==> src/rtl/mem_stage_ctrl.sv <==
// mem_stage_ctrl: handshaked MEM pipeline stage between EXE and WB.
// Accepts one load/store/pass-through op at a time, drives a word-addressed
// data memory over a req/ack handshake, steers byte lanes, extends loads,
// flags misaligned accesses (adel/ades) and holds a registered result for WB.
// Optional feature: define MEM_TIMEOUT_EN to abort a memory request that has
// not been acknowledged within TIMEOUT cycles (bus_err pulse).
module mem_stage_ctrl #(
    parameter int WB_W    = 11,
    parameter int MADDR_W = 8,
    parameter int TIMEOUT = 16
) (
    input  logic               clk,
    input  logic               reset,
    input  logic               in_valid,
    output logic               in_ready,
    input  logic               in_read,
    input  logic               in_write,
    input  logic [1:0]         in_len,
    input  logic               in_unsigned,
    input  logic [WB_W-1:0]    in_wb,
    input  logic [31:0]        in_addr,
    input  logic [31:0]        in_data,
    input  logic [31:0]        in_pc,
    input  logic               flush,
    output logic               out_valid,
    input  logic               out_ready,
    output logic [WB_W-1:0]    out_wb,
    output logic [31:0]        out_result,
    output logic               mreq,
    input  logic               mres,
    output logic [MADDR_W-1:0] maddr,
    output logic [3:0]         mwe,
    output logic [31:0]        mwdata,
    input  logic [31:0]        mrdata,
    output logic               adel,
    output logic               ades,
    output logic [31:0]        epc,
    output logic [31:0]        bad_addr,
    output logic               bus_err
);

    typedef enum logic [1:0] {
        ST_IDLE = 2'd0,
        ST_WAIT = 2'd1,
        ST_HOLD = 2'd2
    } state_t;

    state_t              state_q, state_d;
    logic                mreq_q, mreq_d;
    logic [MADDR_W-1:0]  maddr_q, maddr_d;
    logic [3:0]          mwe_q, mwe_d;
    logic [31:0]         mwdata_q, mwdata_d;
    logic                out_valid_q, out_valid_d;
    logic [WB_W-1:0]     out_wb_q, out_wb_d;
    logic [31:0]         out_result_q, out_result_d;
    logic                adel_q, adel_d;
    logic                ades_q, ades_d;
    logic [31:0]         epc_q, epc_d;
    logic [31:0]         bad_addr_q, bad_addr_d;

    // Latched copy of the accepted op, needed while the memory is busy.
    logic                op_read_q, op_read_d;
    logic [1:0]          op_len_q, op_len_d;
    logic                op_uns_q, op_uns_d;
    logic [1:0]          op_off_q, op_off_d;
    logic [WB_W-1:0]     op_wb_q, op_wb_d;
    logic [31:0]         op_data_q, op_data_d;
    logic                squash_q, squash_d;

`ifdef MEM_TIMEOUT_EN
    localparam int CNT_W = $clog2(TIMEOUT + 1);
    logic [CNT_W-1:0]    tmo_cnt_q, tmo_cnt_d;
    logic                bus_err_q, bus_err_d;
    logic [31:0]         op_addr_q, op_addr_d;
    logic [31:0]         op_pc_q, op_pc_d;
`endif

    logic        accept;
    logic        acc_read, acc_write, acc_mem;
    logic        acc_half, acc_word, acc_misaligned;
    logic [3:0]  acc_mwe;
    logic [31:0] acc_mwdata;
    logic [7:0]  ld_byte;
    logic [15:0] ld_half;
    logic [31:0] ld_data;

    assign in_ready = (state_q == ST_IDLE) && !flush;
    assign accept   = in_valid && in_ready;

    // Classify the offered op and precompute its store strobes and lane-replicated data.
    always_comb begin
        acc_read       = in_read;
        acc_write      = in_write && !in_read;
        acc_mem        = acc_read || acc_write;
        acc_half       = (in_len == 2'b01);
        acc_word       = in_len[1];
        acc_misaligned = (acc_half && in_addr[0]) || (acc_word && (in_addr[1:0] != 2'b00));
        acc_mwe        = 4'b0000;
        acc_mwdata     = in_data;
        if (acc_word) begin
            acc_mwe    = 4'b1111;
            acc_mwdata = in_data;
        end else if (acc_half) begin
            acc_mwe    = in_addr[1] ? 4'b1100 : 4'b0011;
            acc_mwdata = {2{in_data[15:0]}};
        end else begin
            acc_mwe    = 4'b0001 << in_addr[1:0];
            acc_mwdata = {4{in_data[7:0]}};
        end
        if (!acc_write) begin
            acc_mwe = 4'b0000;
        end
    end

    // Pick the addressed little-endian lane out of the returned word and extend it.
    always_comb begin
        case (op_off_q)
            2'd1:    ld_byte = mrdata[15:8];
            2'd2:    ld_byte = mrdata[23:16];
            2'd3:    ld_byte = mrdata[31:24];
            default: ld_byte = mrdata[7:0];
        endcase
        ld_half = op_off_q[1] ? mrdata[31:16] : mrdata[15:0];
        case (op_len_q)
            2'b00:   ld_data = {{24{!op_uns_q && ld_byte[7]}}, ld_byte};
            2'b01:   ld_data = {{16{!op_uns_q && ld_half[15]}}, ld_half};
            default: ld_data = mrdata;
        endcase
    end

    // Next-state and next-output logic for the IDLE / WAIT / HOLD sequence.
    always_comb begin
        state_d      = state_q;
        mreq_d       = mreq_q;
        maddr_d      = maddr_q;
        mwe_d        = mwe_q;
        mwdata_d     = mwdata_q;
        out_valid_d  = out_valid_q;
        out_wb_d     = out_wb_q;
        out_result_d = out_result_q;
        adel_d       = 1'b0;
        ades_d       = 1'b0;
        epc_d        = epc_q;
        bad_addr_d   = bad_addr_q;
        op_read_d    = op_read_q;
        op_len_d     = op_len_q;
        op_uns_d     = op_uns_q;
        op_off_d     = op_off_q;
        op_wb_d      = op_wb_q;
        op_data_d    = op_data_q;
        squash_d     = squash_q;
`ifdef MEM_TIMEOUT_EN
        tmo_cnt_d    = tmo_cnt_q;
        bus_err_d    = 1'b0;
        op_addr_d    = op_addr_q;
        op_pc_d      = op_pc_q;
`endif
        case (state_q)
            ST_IDLE: begin
                if (accept) begin
                    op_read_d = acc_read;
                    op_len_d  = in_len;
                    op_uns_d  = in_unsigned;
                    op_off_d  = in_addr[1:0];
                    op_wb_d   = in_wb;
                    op_data_d = in_data;
                    squash_d  = 1'b0;
`ifdef MEM_TIMEOUT_EN
                    tmo_cnt_d = '0;
                    op_addr_d = in_addr;
                    op_pc_d   = in_pc;
`endif
                    if (!acc_mem) begin
                        out_valid_d  = 1'b1;
                        out_result_d = in_data;
                        out_wb_d     = in_wb;
                        state_d      = ST_HOLD;
                    end else if (acc_misaligned) begin
                        adel_d       = acc_read;
                        ades_d       = acc_write;
                        epc_d        = in_pc;
                        bad_addr_d   = in_addr;
                        out_valid_d  = 1'b1;
                        out_result_d = '0;
                        out_wb_d     = '0;
                        state_d      = ST_HOLD;
                    end else begin
                        mreq_d   = 1'b1;
                        maddr_d  = in_addr[MADDR_W+1:2];
                        mwe_d    = acc_mwe;
                        mwdata_d = acc_mwdata;
                        state_d  = ST_WAIT;
                    end
                end
            end
            ST_WAIT: begin
                if (flush) begin
                    squash_d = 1'b1;
                end
                if (mres) begin
                    mreq_d = 1'b0;
                    mwe_d  = 4'b0000;
                    if (squash_q || flush) begin
                        state_d = ST_IDLE;
                    end else begin
                        out_valid_d  = 1'b1;
                        out_wb_d     = op_wb_q;
                        out_result_d = op_read_q ? ld_data : op_data_q;
                        state_d      = ST_HOLD;
                    end
                end
`ifdef MEM_TIMEOUT_EN
                else begin
                    tmo_cnt_d = tmo_cnt_q + 1'b1;
                    if (tmo_cnt_d == CNT_W'(TIMEOUT)) begin
                        mreq_d     = 1'b0;
                        mwe_d      = 4'b0000;
                        bus_err_d  = 1'b1;
                        epc_d      = op_pc_q;
                        bad_addr_d = op_addr_q;
                        if (squash_q || flush) begin
                            state_d = ST_IDLE;
                        end else begin
                            out_valid_d  = 1'b1;
                            out_wb_d     = '0;
                            out_result_d = '0;
                            state_d      = ST_HOLD;
                        end
                    end
                end
`endif
            end
            ST_HOLD: begin
                if (flush || out_ready) begin
                    out_valid_d = 1'b0;
                    state_d     = ST_IDLE;
                end
            end
            default: begin
                state_d = ST_IDLE;
            end
        endcase
    end

    // State and output registers; reset may strike at any time, even mid-request.
    always_ff @(posedge clk or posedge reset) begin
        if (reset) begin
            state_q      <= ST_IDLE;
            mreq_q       <= 1'b0;
            maddr_q      <= '0;
            mwe_q        <= 4'b0000;
            mwdata_q     <= '0;
            out_valid_q  <= 1'b0;
            out_wb_q     <= '0;
            out_result_q <= '0;
            adel_q       <= 1'b0;
            ades_q       <= 1'b0;
            epc_q        <= '0;
            bad_addr_q   <= '0;
            op_read_q    <= 1'b0;
            op_len_q     <= 2'b00;
            op_uns_q     <= 1'b0;
            op_off_q     <= 2'b00;
            op_wb_q      <= '0;
            op_data_q    <= '0;
            squash_q     <= 1'b0;
`ifdef MEM_TIMEOUT_EN
            tmo_cnt_q    <= '0;
            bus_err_q    <= 1'b0;
            op_addr_q    <= '0;
            op_pc_q      <= '0;
`endif
        end else begin
            state_q      <= state_d;
            mreq_q       <= mreq_d;
            maddr_q      <= maddr_d;
            mwe_q        <= mwe_d;
            mwdata_q     <= mwdata_d;
            out_valid_q  <= out_valid_d;
            out_wb_q     <= out_wb_d;
            out_result_q <= out_result_d;
            adel_q       <= adel_d;
            ades_q       <= ades_d;
            epc_q        <= epc_d;
            bad_addr_q   <= bad_addr_d;
            op_read_q    <= op_read_d;
            op_len_q     <= op_len_d;
            op_uns_q     <= op_uns_d;
            op_off_q     <= op_off_d;
            op_wb_q      <= op_wb_d;
            op_data_q    <= op_data_d;
            squash_q     <= squash_d;
`ifdef MEM_TIMEOUT_EN
            tmo_cnt_q    <= tmo_cnt_d;
            bus_err_q    <= bus_err_d;
            op_addr_q    <= op_addr_d;
            op_pc_q      <= op_pc_d;
`endif
        end
    end

    assign mreq       = mreq_q;
    assign maddr      = maddr_q;
    assign mwe        = mwe_q;
    assign mwdata     = mwdata_q;
    assign out_valid  = out_valid_q;
    assign out_wb     = out_wb_q;
    assign out_result = out_result_q;
    assign adel       = adel_q;
    assign ades       = ades_q;
    assign epc        = epc_q;
    assign bad_addr   = bad_addr_q;
`ifdef MEM_TIMEOUT_EN
    assign bus_err    = bus_err_q;
`else
    assign bus_err    = 1'b0;
`endif

endmodule

==> config.mk <==
export PLATFORM = sky130hd
export DESIGN_NAME = mem_stage_ctrl
export DESIGN_NICKNAME = d
export VERILOG_FILES = /design/src/rtl/mem_stage_ctrl.sv
export SDC_FILE = /design/constraint.sdc
export NUM_CORES = 1
export LEC_CHECK = 0
export ABC_AREA = 1
export CAP_MARGIN = 5
export CORE_ASPECT_RATIO = 1.4
export CORE_MARGIN = 8
export CORE_UTILIZATION = 32
export DETAILED_ROUTE_END_ITERATION = 7
export GPL_TIMING_DRIVEN = 0
export SLEW_MARGIN = 5
export SYNTH_ARGS = -nofsm -noshare
export SYNTH_HDL_FRONTEND = slang
export SYNTH_SLANG_ARGS = --single-unit
==> constraint.sdc <==
create_clock -name clk -period 8.52 [get_ports clk]
set_clock_uncertainty 0.1 [all_clocks]
set_input_delay 1.704 -clock clk [delete_from_list [all_inputs] [get_ports clk]]
set_output_delay 1.704 -clock clk [all_outputs]
set_load 0.01 [all_outputs]
# Word-level counts from Yosys, hierarchy flattened
# Index checks and enable logic that the tools add are counted.
# word_totals
input_bits,150
wordCells,120
reg_bits,207
# op_classes
eq_ne,15
reduce_logical,27
mux,57
bitwise_logic,1
shift,1
# ops
op,n
$mux W32,8
$pmux W32 S2,2
$mux W11,5
$mux W4,8
$pmux W8 S3,1
$pmux W11 S2,1
$mux W1,20
$mux W16,1
$ne A2 B2 Y1 const B,7
$mux W2,6
$reduce_and A5 Y1,2
$eq A2 B1 Y1 const B,4
$pmux W4 S2,1
$reduce_and A4 Y1,2
$logic_and A1 B1 Y1,7
$eq A2 B2 Y1 const B,3
$pmux W2 S3,1
$reduce_and A3 Y1,2
$reduce_and A6 Y1,1
$logic_not A2 Y1,2
$logic_or A1 B1 Y1,4
$pmux W1 S2,2
$reduce_bool A2 Y1,2
$shl A1 B2 Y4 const A,1
6 further kinds,8

# Logic depth before layout (Yosys ltp)
# Gate-level depths: netlist of run 1.
# depth
word_depth,8
mapped_depth,13
mapped_depth_nobuf,11

# Least setup slack after synthesis of run 1
# No wires, ideal clock.
# synth_path
kind,in2out
start,input flush
end,output in_ready
path_slack_ps,4843
path_stages,1
required_time_ps,6716
t_arrival_ps,1873
cell_sequence,nor2_1
# synth_via
elab_chain_len,2
# synth_lines
item,line,text
"start, declared",24,"input logic flush,"
$logic_not A1 Y1,87,assign in_ready = (state_q == ST_IDLE) && !flush;
$logic_and A1 B1 Y1,87,
"end, declared",15,"output logic in_ready,"
# No other way between the ends.

# Worst setup path after layout of run 1
# Same ends and word-level chain as after synthesis.

==> flow_summary.toml, run 1 <==
[synth]
ys.flop_type = "dfrtp_1"
avgSynthCellArea_um2 = 8.50
ys_ff_latch = 207
synth-edff-count = 0
synth_cell_type_count = 30
seq_area_frac_synth = 0.525
syn_nets = 1311
async_reset_ff_frac = 1.00
netlist_area_um2 = 9870
synth_cells = 1161
yosys_warnings = 0

[worst_setup_path]
crit_end = "in_ready"
cp_slowest_stage_delay_ns = 0.59
crit_required_ns = 6.72
crit_slowest_cell = "clkdlybuf4s50_1"
cp-end-kind = "output pin"
rr_worst_depth = 10
cp_num_buf_inv = 2
cp-start-kind = "input pin"
crit_arrival_ns = 2.87
path_common_cell = "clkdlybuf4s50_1"
worst-r2r-setup-slack_ns = 6.36
path_cells = "clkdlybuf4s50_1 -> nor2_1 -> clkdlybuf4s50_1"
cp.depth = 3
crit_family = "buffers and inverters"
crit_type = "input pin to output pin"
rr_startpoint = "state_q[0]"
r2r-end = "out_wb[7]"
crit_fanout = 4
cp-startpoint = "flush"

[grt]
use_met3 = 0.0373
grt_usage = 0.209
grt_antenna_before_repair = 3
grt_use_met1 = 0.246
grt_pass1_wl_um = 58400
grt_pass1_vias = 9441
met2_usage = 0.365
overflow = 0
busiest_layer = "met2"
grt_max_degree = 118

[routing]
remaining_drc_errors = 0
dr.pass1.iters = 7
wirelength_um = 39200
wl_per_cell_um = 20.6
via_count = 9288
vias_per_cell = 4.88
first_iter_violations = 593
antenna_left = 0

[timing]
setup_viol = 0
fin_hold_ws_ns = 0.370
slew_headroom = 0.550
setup_ws_ns = 3.85
tightest_slew_ns = 0.675
finalHoldViolations = 0
max_freq_mhz = 214
fin_crit_sh = 0.549
period_needed_ns = 4.67
drv_slew = 0
rsz0062_at_grt = "false"

[clock_tree]
cts_sinks = 207
cts_tree = "done"
ctsHtreeMaxLevel = 1
cts_hold_buf = 0
post_cts_buffers = 0
cts_resized = 0
clkLatencyLatePin_ns = 0.54
clk_pin_slew_ns = 0.06
clock_path_buffers = 3
root_buffer = "clkbuf_16"
cts_buffers = 24

[placement]
dp_worst_setup_slack_ns = 3.82
dpl-instance-area_um2 = 13400
dpl.hpwl_um = 30300
place_congestion = 0.922
port_buffers = 305

[power_and_ir_drop]
p_total_mw = 5.28
p_per_area_nw_per_um2 = 368
leakage_nw = 6.78
peakVddDrop_v = 0.000141

[floorplan]
dieArea_um2 = 36800
io_pins = 307
die-width_um = 164
coreArea_um2 = 30600
row_count = 76
die_y_um = 224
initial_core_util = 0.322

[worst_hold_path]
hold_path.class = "register to register"

[finish]
final_nets = 1643
design_area_um2 = 14300
drive_gt1_frac = 0.0894
syn_to_final_growth_pct = 45.3

[flow_run]
maxCapViolCount = 0

[run_status]
outcome = "complete, no violations"
## through the flow
stage          TNS [ns]  cells   util
3_3_place_gp    -423.86   1856  0.438
2_1_floorplan         0   1161      -
5_1_grt               0   1902  0.468
4_1_cts               0   1900  0.468
3_5_place_dp          0   1857  0.439
6_report              0   1902  0.468
## cell usage after synthesis (6+ instances only)
master / number / area [µm²]
a31oi_1: 24 / 150
mux2_2: 14 / 158
a21oi_1: 92 / 460
o21ai_0: 78 / 390
clkbuf_1: 38 / 143
nand2_1: 329 / 1230
dfrtp_1: 207 / 5180
o21ai_1: 9 / 45.0
inv_1: 97 / 364
nor3_1: 20 / 100
o22ai_1: 7 / 43.8
buf_2: 17 / 85.1
nand3_1: 24 / 120
mux2_4: 40 / 601
o31ai_1: 11 / 82.6
buf_4: 6 / 45.0
nor2_1: 121 / 454
## placed cells by master (no fill, tap or decap), types with 17 or more instances in the layout
cell and count:
mux2_4 40, nand3_1 24, nor2_1 121, dfrtp_1 207, clkbuf_16 25, inv_1 96
nand2_1 329, buf_2 17, clkbuf_1 41, nor3_1 20, o21ai_0 78, a21oi_1 92
clkdlybuf4s50_1 305, a31oi_1 24
## final cells by class
cell class	instances	area (µm²)
clock buffer	31	678
antenna	2	5.00
buffer	70	344
fill	3032	16300
tap	390	488
multi-input combinational	781	3960
clock inverter	12	216
timing repair buffer	306	3080
sequential	207	5180
inverter	103	394
## worst min path at each step
stage	startpoint	to	slack, ns	cells after the start
6_report	mreq	mreq	0.37	2
3_5_place_dp	mreq	mreq	0.36	2
3_3_place_gp	mreq	mreq	0.36	2
4_1_cts	mreq	mreq	0.38	2
2_1_floorplan	op_data_q[7]	op_data_q[7]	0.35	2
5_1_grt	bad_addr[3]	bad_addr[3]	0.40	2
## tightest hold or removal path: cells and delay by family, from the launching register on
kind	cells	cell delay, ns
flops	1	0.34
simple gates	2	0.10
## where the power goes
group | total, mW | internal (mW) | switching (mW) | leakage [nW]
clock | 1.18 | 0.742 | 0.437 | 0.438
sequential | 1.75 | 1.46 | 0.286 | 2.53
combinational | 2.36 | 1.17 | 1.19 | 3.81
## flip-flops by register name, summed over array words and instances, names as in the netlist, 2 cells and up
signal	count
out_wb	11
op_len_q	2
mwdata	32
maddr	8
op_wb_q	11
state_q	2
bad_addr	32
epc	32
out_result	32
mwe	4
op_data_q	32
op_off_q	2
## routing by layer
layer / part of all wire / up-vias
met4: 0.040 / 2
met2: 0.51 / 329
met3: 0.062 / 69
met5: 0.00033 / -
li1: - / 4396
met1: 0.39 / 4492
## cells by family (layout without fill, tap and decap cells)
family / after synthesis / after routing / share of synthesized area
AOI/OAI and AO/OA: 223 / 223 / 0.120
buffers and inverters: 173 / 522 / 0.0740
DFF: 207 / 207 / 0.525
muxes: 54 / 54 / 0.0768
other: 1 / 3 / 0.000380
and+or+nand+nor: 503 / 503 / 0.204
No activity file was read; power rests on OpenSTA's default activity.
==> run 2, diff against run 1 <==
Clock period 8.52 ns to 4.43 ns, I/O delays scaled along.
==> run 2 against run 1 <==
Setup slack worse by 2.5 ns; routed wire length about the same; critical path depth unchanged; highest routed layer unchanged; largest cell class unchanged.
==> flow_summary.toml, run 2 (synthesis results as in run 1) <==
[clock_tree]
post_cts_buffers = 0
clkLatencyLatePin_ns = 0.51
cts_buffers = 23
ctsHtreeMaxLevel = 1
clk_pin_slew_ns = 0.06
cts_hold_buf = 0
cts_tree = "done"
cts_sinks = 207
root_buffer = "clkbuf_16"
cts_resized = 0
clock_path_buffers = 3

[placement]
place_congestion = 0.974
port_buffers = 305
dpl.hpwl_um = 30800

[routing]
antenna_left = 0
via_count = 9269
remaining_drc_errors = 0
vias_per_cell = 4.87
wl_per_cell_um = 20.6
dr.pass1.iters = 8
first_iter_violations = 671
wirelength_um = 39200

[floorplan]
io_pins = 307
initial_core_util = 0.322
dieArea_um2 = 36800
row_count = 76
die-width_um = 164
coreArea_um2 = 30600
die_y_um = 224

[timing]
fin_crit_sh = 0.697
slew_headroom = 0.537
max_freq_mhz = 324
setup_viol = 0
setup_tns_ns = 0
drv_slew = 0
tightest_slew_ns = 0.695
rsz0062_at_grt = "false"
period_needed_ns = 3.09
finalHoldViolations = 0

[worst_setup_path]
rr_startpoint = "op_len_q[0]"
worst-r2r-setup-slack_ns = 2.29
crit_type = "input pin to output pin"
crit_family = "buffers and inverters"
rr_worst_depth = 13
cp-end-kind = "output pin"
path_common_cell = "clkdlybuf4s50_1"
cp_num_buf_inv = 2
cp_slowest_stage_delay_ns = 0.62
path_cells = "clkdlybuf4s50_1 -> nor2_1 -> clkdlybuf4s50_1"
crit_arrival_ns = 2.10
r2r-end = "out_result[10]"
crit_fanout = 4
crit_required_ns = 3.44
cp.depth = 3
cp-start-kind = "input pin"
crit_slowest_cell = "clkdlybuf4s50_1"

[worst_hold_path]
hp-start = "mreq"
holdPathStages = 2
min_to = "mreq"
hold_path.class = "register to register"

[grt]
grt_pass1_vias = 9469
grt_antenna_before_repair = 2
overflow = 0
grt_usage = 0.210
grt_max_degree = 38
grt_pass1_wl_um = 59000

[finish]
fin_util = 0.466
mostFrequentLayoutCells = "329 x nand2_1, 305 x clkdlybuf4s50_1, 207 x dfrtp_1"
multiInputGateArea_um2 = 3960
fill_cells = 3041
syn_to_final_growth_pct = 44.7
seq_area_um2 = 5180
final_nets = 1647
mostFrequentLayoutCell = "nand2_1"
drive_gt1_frac = 0.0893

[run_status]
outcome = "complete, no violations"

[power_and_ir_drop]
leakage_nw = 6.74
power.switching_mw = 3.62
power.internal_mw = 6.20
combPwrFrac = 0.462
sw_frac_of_total = 0.368
p_clk_frac = 0.197
p_per_area_nw_per_um2 = 688
peakVddDrop_v = 0.000310
pwr-share-seq = 0.340

[flow_run]
maxCapViolCount = 0
-- run 2: cell count changes in the layout (fill, tap and decap cells not counted), moves of 2 or more --
cell	previous run	this run
buf_12	0	6
bufinv_16	6	2
clkbuf_1	41	43
clkbuf_16	25	23
clkinvlp_4	1	3
-- run 2: cell type report --
class                           instances  area share
Buffer                                 70      0.0241
Clock inverter                          8     0.00666
Timing Repair Buffer                  311       0.222
Clock buffer                           32      0.0455
Multi-Input combinational cell        781       0.277
Antenna cell                            1    0.000175
Sequential cell                       207       0.363
Inverter                              103      0.0273
Tap cell                              390      0.0342
-- run 2: worst min-delay path, cell delays in order (launching register included) --
cell and delay, ns:
dfrtp_1 0.34, nand2_1 0.05, nand2_1 0.05
-- run 2: layer usage --
layer | GRT usage | vias to the layer above | routed length (µm)
li1 | - | 4406 | -
met1 | 0.250 | 4463 | 15200
met2 | 0.367 | 321 | 20100
met3 | 0.0375 | 77 | 2430
met4 | 0.0836 | 2 | 1490
met5 | 0 | - | 13
-- run 2: how the worst max path moves through the flow --
stage	startpoint	end
6_report	flush	in_ready
4_1_cts	flush	in_ready
5_1_grt	flush	in_ready
3_3_place_gp	reset	out_result[25]
2_1_floorplan	reset	adel
3_5_place_dp	in_read	out_result[0]
-- run 2: power by group through the flow --
stage          logic [mW]  registers, mW  clock network (mW)
2_1_floorplan        1.88           3.61                   0
3_3_place_gp         4.52           3.34                   0
3_5_place_dp         4.57           3.36                   0
4_1_cts              4.60           3.34                1.98
5_1_grt              4.94           3.46                2.05
6_report             4.54           3.34                1.94
-- run 2: through the flow --
| step | hold slack (ns) | setup slack, ns | instances | instance area [µm²] | total power, mW |
|---|---|---|---|---|---|
| 3_3_place_gp | 0.357 | -1.10 | 1856 | 13400 | 7.86 |
| 5_1_grt | 0.403 | 1.28 | 1903 | 14300 | 10.4 |
| 3_5_place_dp | 0.360 | 1.14 | 1862 | 13500 | 7.93 |
| 2_1_floorplan | 0.348 | 0.758 | 1161 | 9870 | 5.50 |
| 4_1_cts | 0.374 | 1.32 | 1902 | 14300 | 9.92 |
| 6_report | 0.373 | 1.34 | 1903 | 14300 | 9.82 |
